**config.mk**
```make
export PLATFORM = sky130hd
export DESIGN_NAME = imem_fetch_ctrl
export DESIGN_NICKNAME = d
export VERILOG_FILES = /design/src/rtl/imem_fetch_ctrl.sv
export SDC_FILE = /design/constraint.sdc
export NUM_CORES = 1
export LEC_CHECK = 0
export ABC_AREA = 1
export BUFFER_PORTS_ARGS = -buffer_cell sky130_fd_sc_hd__buf_2
export CAP_MARGIN = 0
export CORE_ASPECT_RATIO = 1.75
export CORE_MARGIN = 2
export CORE_UTILIZATION = 50
export CTS_CLUSTER_DIAMETER = 40
export DETAILED_ROUTE_END_ITERATION = 16
export GPL_TIMING_DRIVEN = 0
export HOLD_SLACK_MARGIN = 0.02
export PLACE_DENSITY = 0.83
export SYNTH_ARGS = -nofsm -noshare
export SYNTH_HDL_FRONTEND = slang
export SYNTH_SLANG_ARGS = --single-unit
```
**constraint.sdc**
```tcl
create_clock -name clk -period 3.21 [get_ports clk]
set_clock_uncertainty 0.05 [all_clocks]
set_input_delay 0.1605 -clock clk [delete_from_list [all_inputs] [get_ports clk]]
set_output_delay 0.1605 -clock clk [all_outputs]
set_load 0.03 [all_outputs]
```
**src/rtl/imem_fetch_ctrl.sv**
```systemverilog
// Instruction fetch controller: assembles 32-bit little-endian words from a
// byte-wide instruction memory, with freeze handshake, branch redirect and fault.
module imem_fetch_ctrl #(
  parameter int unsigned MEM_BYTES = 192,
  parameter logic [31:0] RESET_PC  = 32'h0
) (
  input  logic        clk,
  input  logic        rst,
  output logic [31:0] mem_addr,
  output logic        mem_rd_en,
  input  logic [7:0]  mem_rdata,
  input  logic        inst_ready,
  output logic        inst_valid,
  output logic [31:0] instruction,
  output logic [31:0] pc,
  input  logic        branch_taken,
  input  logic [31:0] branch_addr,
  output logic        addr_fault,
  output logic [15:0] fetch_count
);

  typedef enum logic [1:0] {FETCH, HOLD, FAULT} state_t;

  state_t      state_q, state_d;
  logic [1:0]  cnt_q, cnt_d;
  logic [31:0] fetch_pc_q, fetch_pc_d;
  logic [31:0] word_q, word_d;
  logic        addr_fault_q, addr_fault_d;
  logic [15:0] count_q, count_d;
  logic [31:0] next_pc;

  // 33-bit compare so a word straddling the 2^32 wrap counts as out of range.
  function automatic logic in_range(input logic [31:0] a);
    return ({1'b0, a} + 33'd3) < 33'(MEM_BYTES);
  endfunction

  assign next_pc = fetch_pc_q + 32'd4;

  always_comb begin
    state_d      = state_q;
    cnt_d        = cnt_q;
    fetch_pc_d   = fetch_pc_q;
    word_d       = word_q;
    addr_fault_d = addr_fault_q;
    count_d      = count_q;

    unique case (state_q)
      FETCH: begin
        word_d[{cnt_q, 3'b000} +: 8] = mem_rdata;
        cnt_d = cnt_q + 2'd1;
        if (cnt_q == 2'd3) state_d = HOLD;
      end
      HOLD: begin
        if (inst_ready) begin
          count_d    = count_q + 16'd1;
          fetch_pc_d = next_pc;
          cnt_d      = 2'd0;
          if (in_range(next_pc)) begin
            state_d = FETCH;
          end else begin
            state_d      = FAULT;
            addr_fault_d = 1'b1;
          end
        end
      end
      FAULT: ;
      default: state_d = FAULT;
    endcase

    // Redirect overrides both byte capture and word acceptance.
    if (branch_taken) begin
      word_d     = word_q;
      count_d    = count_q;
      fetch_pc_d = branch_addr;
      cnt_d      = 2'd0;
      if (branch_addr[1:0] == 2'b00 && in_range(branch_addr)) begin
        state_d      = FETCH;
        addr_fault_d = 1'b0;
      end else begin
        state_d      = FAULT;
        addr_fault_d = 1'b1;
      end
    end
  end

  // NOTE: the byte-lane word is reset too, because instruction must read 0
  // after reset rather than leftover bytes from an abandoned fetch.
  always_ff @(posedge clk) begin
    if (rst) begin
      state_q      <= FETCH;
      cnt_q        <= 2'd0;
      fetch_pc_q   <= RESET_PC;
      word_q       <= 32'h0;
      addr_fault_q <= 1'b0;
      count_q      <= 16'h0;
    end else begin
      state_q      <= state_d;
      cnt_q        <= cnt_d;
      fetch_pc_q   <= fetch_pc_d;
      word_q       <= word_d;
      addr_fault_q <= addr_fault_d;
      count_q      <= count_d;
    end
  end

  assign mem_rd_en   = !rst && (state_q == FETCH);
  assign mem_addr    = rst ? RESET_PC : (fetch_pc_q + {30'd0, cnt_q});
  assign inst_valid  = (state_q == HOLD);
  assign instruction = word_q;
  assign pc          = fetch_pc_q;
  assign addr_fault  = addr_fault_q;
  assign fetch_count = count_q;

endmodule

```
==> results.md, run 1 <==
* Status: completed
* Arrival @ worst endpoint at 3.21 ns
* Seq/Total Area, Yosys at 0.2365
* Routability cong. at roughly 1.1
* Clock-pin slew of the registers on the worst-case setup and hold paths at 0.07 ns
* Crit path capture type: flop
* Hold_buf cts at 0
* Die Y-Extent at roughly 160 µm
* Primary FF master, synth: dfxtp_1
* Max_cap viols at 0
* Post-Synthesis Cell Area at 0.007194 mm²
* Comb pwr share at 0.200
* Total Routing Usage GR at 0.3430
* Worst R2R Setup Slack at 0.19 ns
* Num CTS Buffers at 9
* Max-slew violations at 0
* FF-to-FF End: addr_fault$_SDFFE_PP0P_
* Min-delay src: branch_addr[0]
* DR WL/cell at 16.84 µm
* Number of H-tree levels at 3
* Async SR Flop Fraction at 0
* CP Max Fanout at 8
* CORE AREA at between 0.01 and 0.015 mm²
* Gr ovfl total at 0
* Crit path cell chain: buf_2 > nand2_2 > nor2_4 > nand3_1 > nand2_1 > nand2_1 > nor2_1 > nand2_1 > nor2_4 > nand2_2 > nor2_2 > nand3_1 > nand2_1 > nand2_1 > nor2_1 > nand2_1 > o21ai_1 > nand3b_1 > nand3_1 > inv_1
* Startpoint types: flop
* CP max stage delay at around 0.37 ns
* EDFF count, synth at 0
* I/O pin count at 159
* Die Area at 0.01540 mm²
* Slew HR at 0.4313
* DR pass1 iterations at 6
* WHS at 0.01808 ns
* Hold depth at 3
* Skew-Pair Late Insertion Delay at 0.35 ns
* PortBufs at 157
* Sequential power share at 0.395
* Ratio of cells with drive above 1 in the final layout at 0.1970
* Largest net degree at the start of global routing at 16
* Syn Inst Count at 1239
* Placed Cells at between 1500 and 2000
* Vias in the first global route at 8392
* Total power draw at around 0.0029 W
* Dpl cell area at ~0.0082 mm²
* CTS tree: done
* Antenna Nets Post-Route at 0
* CTS root buf: clkbuf_16
* Pint at ~0.0019 W
* Mapped Avg Cell Area at between 5 and 6 µm²
* Most used cell along the critical path: nand2_1
* First-pass GRT wire length at 40590 µm
* RSZ-0062 raised after global routing: no
* Sw Share at 0.3278
* DR DRC count at 0
* Final min period at around 3.0 ns
* Worst-Margin Slew at 0.8466 ns
* Count of final hold-check violations at 0
* Leakage power at between 3 and 4 nW
* Die Wd at 94.68 µm
* Clock share of power at 0.405
* R2R depth at 20
* Flops & latches, synth at 85
* Initial antenna violation count at 1
* Reg-to-reg startpoint: pc[10]$_SDFFE_PP0P_
* Design area at around 0.0086 mm²
* HPWL Detailed at 21790 µm
* HP Class: in2reg
* PwrDens at 333.2 mW/mm²
* Count of different cell masters after synthesis at 45
* Via-per-instance ratio at 5.599
* Syn_nets at 1295
* CTS sink count at 85
* Yosys warns at 0
* Critical path required time at 3.40 ns
* Area grow syn2layout at 19.97%
* Slowest library cell on the worst path: dfxtp_1
* Hold endpoint: pc[0]$_SDFFE_PP0P_
* Initial DRC Count at slightly above 700
* Sw Pwr at 0.0009426 W
* Fmax achieved at about 330 MHz
* Final net count at 1468
* Peak VDD IR at 0.0002985 V
* Final cycle utilization of the critical path at 0.9396
* Final Setup Violations at 0
* Routed WL at 26890 µm
* Clk buf depth at 2
* Initial Util at 0.5058
* Critical Setup Path Class: reg2reg
* # rows at between 50 and 60
* Final Instance Count excl. Fillers at approximately 1600
* Vias post-DR at 8942
==> Yosys cell counts, types with 6 or more instances <==
library cell | number | area share
xor2_1 | 10 | 0.012
a31oi_1 | 29 | 0.025
or3_1 | 11 | 0.0096
nand2_2 | 26 | 0.023
dfxtp_1 | 85 | 0.24
inv_2 | 6 | 0.0031
ha_1 | 11 | 0.019
nor3_1 | 33 | 0.023
clkbuf_1 | 24 | 0.013
inv_1 | 130 | 0.068
nand2_1 | 369 | 0.19
o21ai_0 | 46 | 0.032
nor2_4 | 17 | 0.027
nand4_1 | 34 | 0.030
nand3_1 | 90 | 0.063
nor2_1 | 161 | 0.084
a21oi_1 | 76 | 0.053
nor2_2 | 16 | 0.014
==> repair_timing <==
item	4_1_cts	5_1_grt
pin swaps	1	2
setup buffers	1	4
endpoints found under the setup margin	10	8
gates resized for setup	5	12
==> flip-flops by register name, indices dropped and copies added (netlist names) <==
name and cells:
addr_fault 1, fetch_count 16, cnt_q 2, instruction 32, state_q 2, pc 32
==> worst max-delay path: cells and delay by family, from the launching register on <==
kind	cells	cell delay, ns
and+or+nand+nor	17	2.08
DFF	1	0.37
AOI/OAI and AO/OA	1	0.14
buffers and inverters	2	0.27
==> stage by stage <==
step / utilization / setup TNS, ns / setup slack (ns)
floorplan: - / 0 / 0.4644
global placement: 0.5769 / -0.2877 / -0.1633
detailed placement: 0.5769 / -0.3554 / -0.1803
CTS: 0.6006 / 0 / 0.01687
finish: 0.6068 / 0 / 0.1938
global route: 0.6068 / 0 / 0.001957
==> kinds of logic (layout without fill, tap and decap cells) <==
logic type / after synthesis / after routing / share of synthesized area
and+or+nand+nor: 780 / 780 / 0.4983
buffers and inverters: 175 / 352 / 0.09391
AOI/OAI and AO/OA: 172 / 172 / 0.1311
DFF: 85 / 85 / 0.2365
xor gates and xnor gates: 15 / 15 / 0.01826
adders and majority gates: 12 / 12 / 0.02191
other: 0 / 1 / 0
==> per-layer routing <==
metal | global-route usage | vias up | share of wire
met3 | 0.05460 | 139 | 0.065
li1 | - | 4379 | -
met2 | 0.6154 | 429 | 0.51
met4 | 0.3070 | 0 | 0.096
met1 | 0.3234 | 3995 | 0.33
met5 | 0 | - | 0
==> power groups by stage <==
stage | Sequential (W) | Combinational [W] | Clock (W)
floorplan | 0.00121 | 0.000312 | 0
global placement | 0.00116 | 0.000553 | 0
detailed placement | 0.00116 | 0.000560 | 0
CTS | 0.00113 | 0.000564 | 0.00116
global route | 0.00114 | 0.000622 | 0.00120
finish | 0.00114 | 0.000575 | 0.00117
==> area by class of cell <==
cell class / instances / area [µm²]
antenna: 1 / 2.502
clock buffer: 9 / 225.2
sequential: 85 / 1707
timing repair buffer: 162 / 835.8
buffer: 38 / 161.4
tap: 180 / 225.2
fill: 1494 / 5593
clock inverter: 6 / 95.09
multi-input combinational: 979 / 4865
inverter: 137 / 514.2
==> placed cells by master (no fill, tap or decap), drive strengths merged, types with 2 or more instances in the layout <==
cell type / n
nor4: 6
clkbuf: 34
a211oi: 2
nand3b: 2
xnor2: 5
dfxtp: 85
inv: 138
nor3: 35
nand2: 400
o21ai: 49
a31oi: 29
o21bai: 4
o22ai: 4
ha: 11
a21oi: 76
bufinv: 2
xor2: 10
clkinvlp: 2
nor2: 198
nand3: 91
o21a: 2
nand4: 34
o211ai: 3
or3: 11
buf: 175
==> worst max-delay path by stage <==
stage / start / endpoint / slack, ns / cells after the start
after global routing: pc[10]$_SDFFE_PP0P_ / addr_fault$_SDFFE_PP0P_ / 0.002 / 20
after global placement: cnt_q[0]$_SDFFE_PP0P_ / mem_addr[28] / -0.16 / 14
after CTS: cnt_q[0]$_SDFFE_PP0P_ / mem_addr[28] / 0.02 / 14
after floorplan: pc[3]$_SDFFE_PP0P_ / state_q[1]$_SDFFE_PP0P_ / 0.46 / 20
after detailed placement: cnt_q[0]$_SDFFE_PP0P_ / mem_addr[28] / -0.18 / 14
final: pc[10]$_SDFFE_PP0P_ / addr_fault$_SDFFE_PP0P_ / 0.19 / 20
No activity file was read; power rests on OpenSTA's default activity.
==> run 2: changes to the inputs <==
==> constraint.sdc (replaced) <==
create_clock -name clk -period 2.86 [get_ports clk]
set_clock_uncertainty 0.05 [all_clocks]
set_input_delay 0.143 -clock clk [delete_from_list [all_inputs] [get_ports clk]]
set_output_delay 0.143 -clock clk [all_outputs]
set_load 0.03 [all_outputs]
==> run 2 against run 1 <==
  * Fmax is 6.0% higher
  * Non-clock buffer count rose by 24
  * Setup slack worse by 0.18 ns
  * Sequential power rose by 11%
  * Die area is the same
  * Final cell count is 1.5% higher
  * Register-to-register slack worse by 0.18 ns
  * Design area up 5.9%
  * Sequential share of layout area is 0.85 points lower
  * First-iteration DRC count is 4.7% lower
  * Critical path depth unchanged
  * Combinational power grew 18%
==> results.md, run 2 (synthesis gave the netlist of run 1 again) <==
* Peak VDD IR at 0.0003357 V (+12%)
* DR pass1 iterations at 6 (unchanged)
* CTS sink count at 85 (unchanged)
* Hold endpoint: pc[1]$_SDFFE_PP0P_
* Commonest non-fill, non-tap cell in the layout: nand2_1
* Max-slew violations at 0 (unchanged)
* Startpoint types: flop
* Critical path required time at 3.05 ns (-0.35 ns)
* Fmax achieved at 351.3 MHz (+6.0%)
* Worst-Margin Slew at 0.8432 ns (-0.003441 ns)
* CTS tree: done
* I/O pin count at 159 (unchanged)
* CP Max Fanout at 8 (unchanged)
* Initial Util at 0.5058 (unchanged)
* PwrDens at 357.1 mW/mm² (+7.2%)
* # rows at 58 (unchanged)
* Clock-pin slew of the registers on the worst-case setup and hold paths at 0.07 ns (about the same)
* Gr ovfl total at 0 (unchanged)
* Crit path capture type: flop
* Skew-Pair Late Insertion Delay at 0.34 ns (about the same)
* DR WL/cell at 17.13 µm (+1.7%)
* Initial DRC Count at 674 (-4.7%)
* Die Wd at 94.68 µm (unchanged)
* Final net count at 1492 (+1.6%)
* Area grow syn2layout at 26.99%
* Total Routing Usage GR at 0.3452 (+0.002184)
* RSZ-0062 raised after global routing: yes
* HPWL Detailed at 21790 µm (unchanged)
* Antenna Nets Post-Route at 0 (unchanged)
* Via-per-instance ratio at 5.635 (+0.63%)
* Final cycle utilization of the critical path at 0.9953 (+0.05571)
* Clk buf depth at 2 (unchanged)
* Highest-count cells in the layout ignoring fill and taps: nand2_1, buf_2, nor2_1
* Reg-to-reg startpoint: pc[10]$_SDFFE_PP0P_
* Slew HR at 0.4336 (+0.002312)
* CORE AREA at 0.01422 mm² (unchanged)
* Final Setup Violations at 0 (unchanged)
* Max_cap viols at 0 (unchanged)
* Die Area at 0.01540 mm² (unchanged)
* HP Class: in2reg
* Count of final hold-check violations at 0 (unchanged)
* Fin util at 0.6423 (+0.03554)
* First-pass GRT wire length at 40880 µm (+0.73%)
* Vias in the first global route at 8496 (+1.2%)
* Initial antenna violation count at 1 (unchanged)
* Post-Route Setup TNS at 0 ns (unchanged)
* FF-to-FF End: addr_fault$_SDFFE_PP0P_
* Die Y-Extent at 162.7 µm (unchanged)
* Vias post-DR at 9134 (+2.1%)
* Critical Setup Path Class: reg2reg
* CTS root buf: clkbuf_16
* Final min period at 2.847 ns (-0.1695 ns)
* Status: completed
* DR DRC count at 0 (unchanged)
* R2R depth at 20 (unchanged)
* Hold depth at 3 (unchanged)
* Num CTS Buffers at 9 (unchanged)
* Min-delay src: branch_addr[1]
* Leakage power at 4.091 nW (+5.5%)
* Routability cong. at 1.057 (unchanged)
* PortBufs at 157 (unchanged)
* Number of H-tree levels at 3 (unchanged)
* Routed WL at 27770 µm (+3.3%)
* Largest net degree at the start of global routing at 16 (unchanged)
* Arrival @ worst endpoint at 3.04 ns (-0.17 ns)
* Worst R2R Setup Slack at 0.01 ns (-0.18 ns)
* Ratio of cells with drive above 1 in the final layout at 0.2563 (+0.05922)
==> run 2: changes by cell type in the layout (fill, tap and decap cells not counted), moves of 11 or more <==
| cell | before | now |
|---|---|---|
| nor2_4 | 19 | 34 |
| buf_4 | 7 | 27 |
| nor2_1 | 155 | 133 |
| nand2_2 | 27 | 38 |
| nand2_1 | 368 | 351 |
| dfxtp_1 | 83 | 71 |
==> run 2: report_power, final <==
part	switching, W	leakage (nW)	internal [W]
Clock	0.000537	0.150	0.000771
Combinational	0.000488	3.24	0.000193
Sequential	0.0000529	0.699	0.00122
==> run 2: what timing repair did <==
| item | CTS | global route |
|---|---|---|
| buffers inserted | 6 | 22 |
| hold buffers | 1 | 0 |
| setup endpoints to repair | 13 | 13 |
| pin swaps | 6 | 29 |
| gates resized for setup | 33 | 88 |
| endpoints found under the hold margin | 1 | 0 |
==> run 2: layout make-up <==
type                    instances  area (µm²)
diodes                          1       2.502
clock buffers                   9       225.2
fillers                      1403        5087
inverters                     137       514.2
multi-input cells             979        5152
repair buffers                186        1013
well taps                     180       225.2
clock inverters                 6       95.09
flip-flops and latches         85        1729
plain buffers                  38       178.9
==> run 2: how the worst max path moves through the flow <==
stage	start	to
2_1_floorplan	pc[3]$_SDFFE_PP0P_	state_q[1]$_SDFFE_PP0P_
3_3_place_gp	cnt_q[0]$_SDFFE_PP0P_	mem_addr[28]
3_5_place_dp	cnt_q[0]$_SDFFE_PP0P_	mem_addr[28]
4_1_cts	cnt_q[0]$_SDFFE_PP0P_	mem_addr[28]
5_1_grt	pc[2]$_SDFFE_PP0P_	addr_fault$_SDFFE_PP0P_
6_report	pc[10]$_SDFFE_PP0P_	addr_fault$_SDFFE_PP0P_
==> run 2: routing by layer <==
metal / track usage / vias to the layer above / wire (µm)
li1: - / 4434 / -
met5: 0 / - / 0
met2: 0.6135 / 446 / 13930
met3: 0.06016 / 164 / 1700
met4: 0.3221 / 0 / 2879
met1: 0.3217 / 4090 / 9260
==> run 2: critical path: stages, from the launching register on <==
cell and delay [ns]:
dfxtp_2 0.36, buf_6 0.14, nand2_2 0.11, nor2_4 0.27
nand2_2 0.12, nor2_4 0.19, nand2_1 0.09, nand2_2 0.12
nand2_1 0.10, inv_1 0.10, nand3_2 0.12, nor2_4 0.18
nand3_1 0.09, nand2_1 0.06, nand2_1 0.05, nor2_1 0.12
nand2_1 0.11, o21ai_1 0.15, nand3b_1 0.09, nand3_1 0.08
inv_1 0.05
==> run 2: through the flow <==
stage          area (µm²)  hold slack (ns)  setup slack, ns  power (W)  std cells
6_report             9136          0.03998          0.01335   0.003262       1621
4_1_cts              8686          0.03777         -0.02987   0.003215       1598
5_1_grt              9136          0.05980          -0.1378   0.003360       1621
3_5_place_dp         8205           0.3624          -0.5128   0.001926       1576
2_1_floorplan        7194           0.2451           0.1144   0.001702       1239
3_3_place_gp         8205           0.3661          -0.4958   0.001917       1576
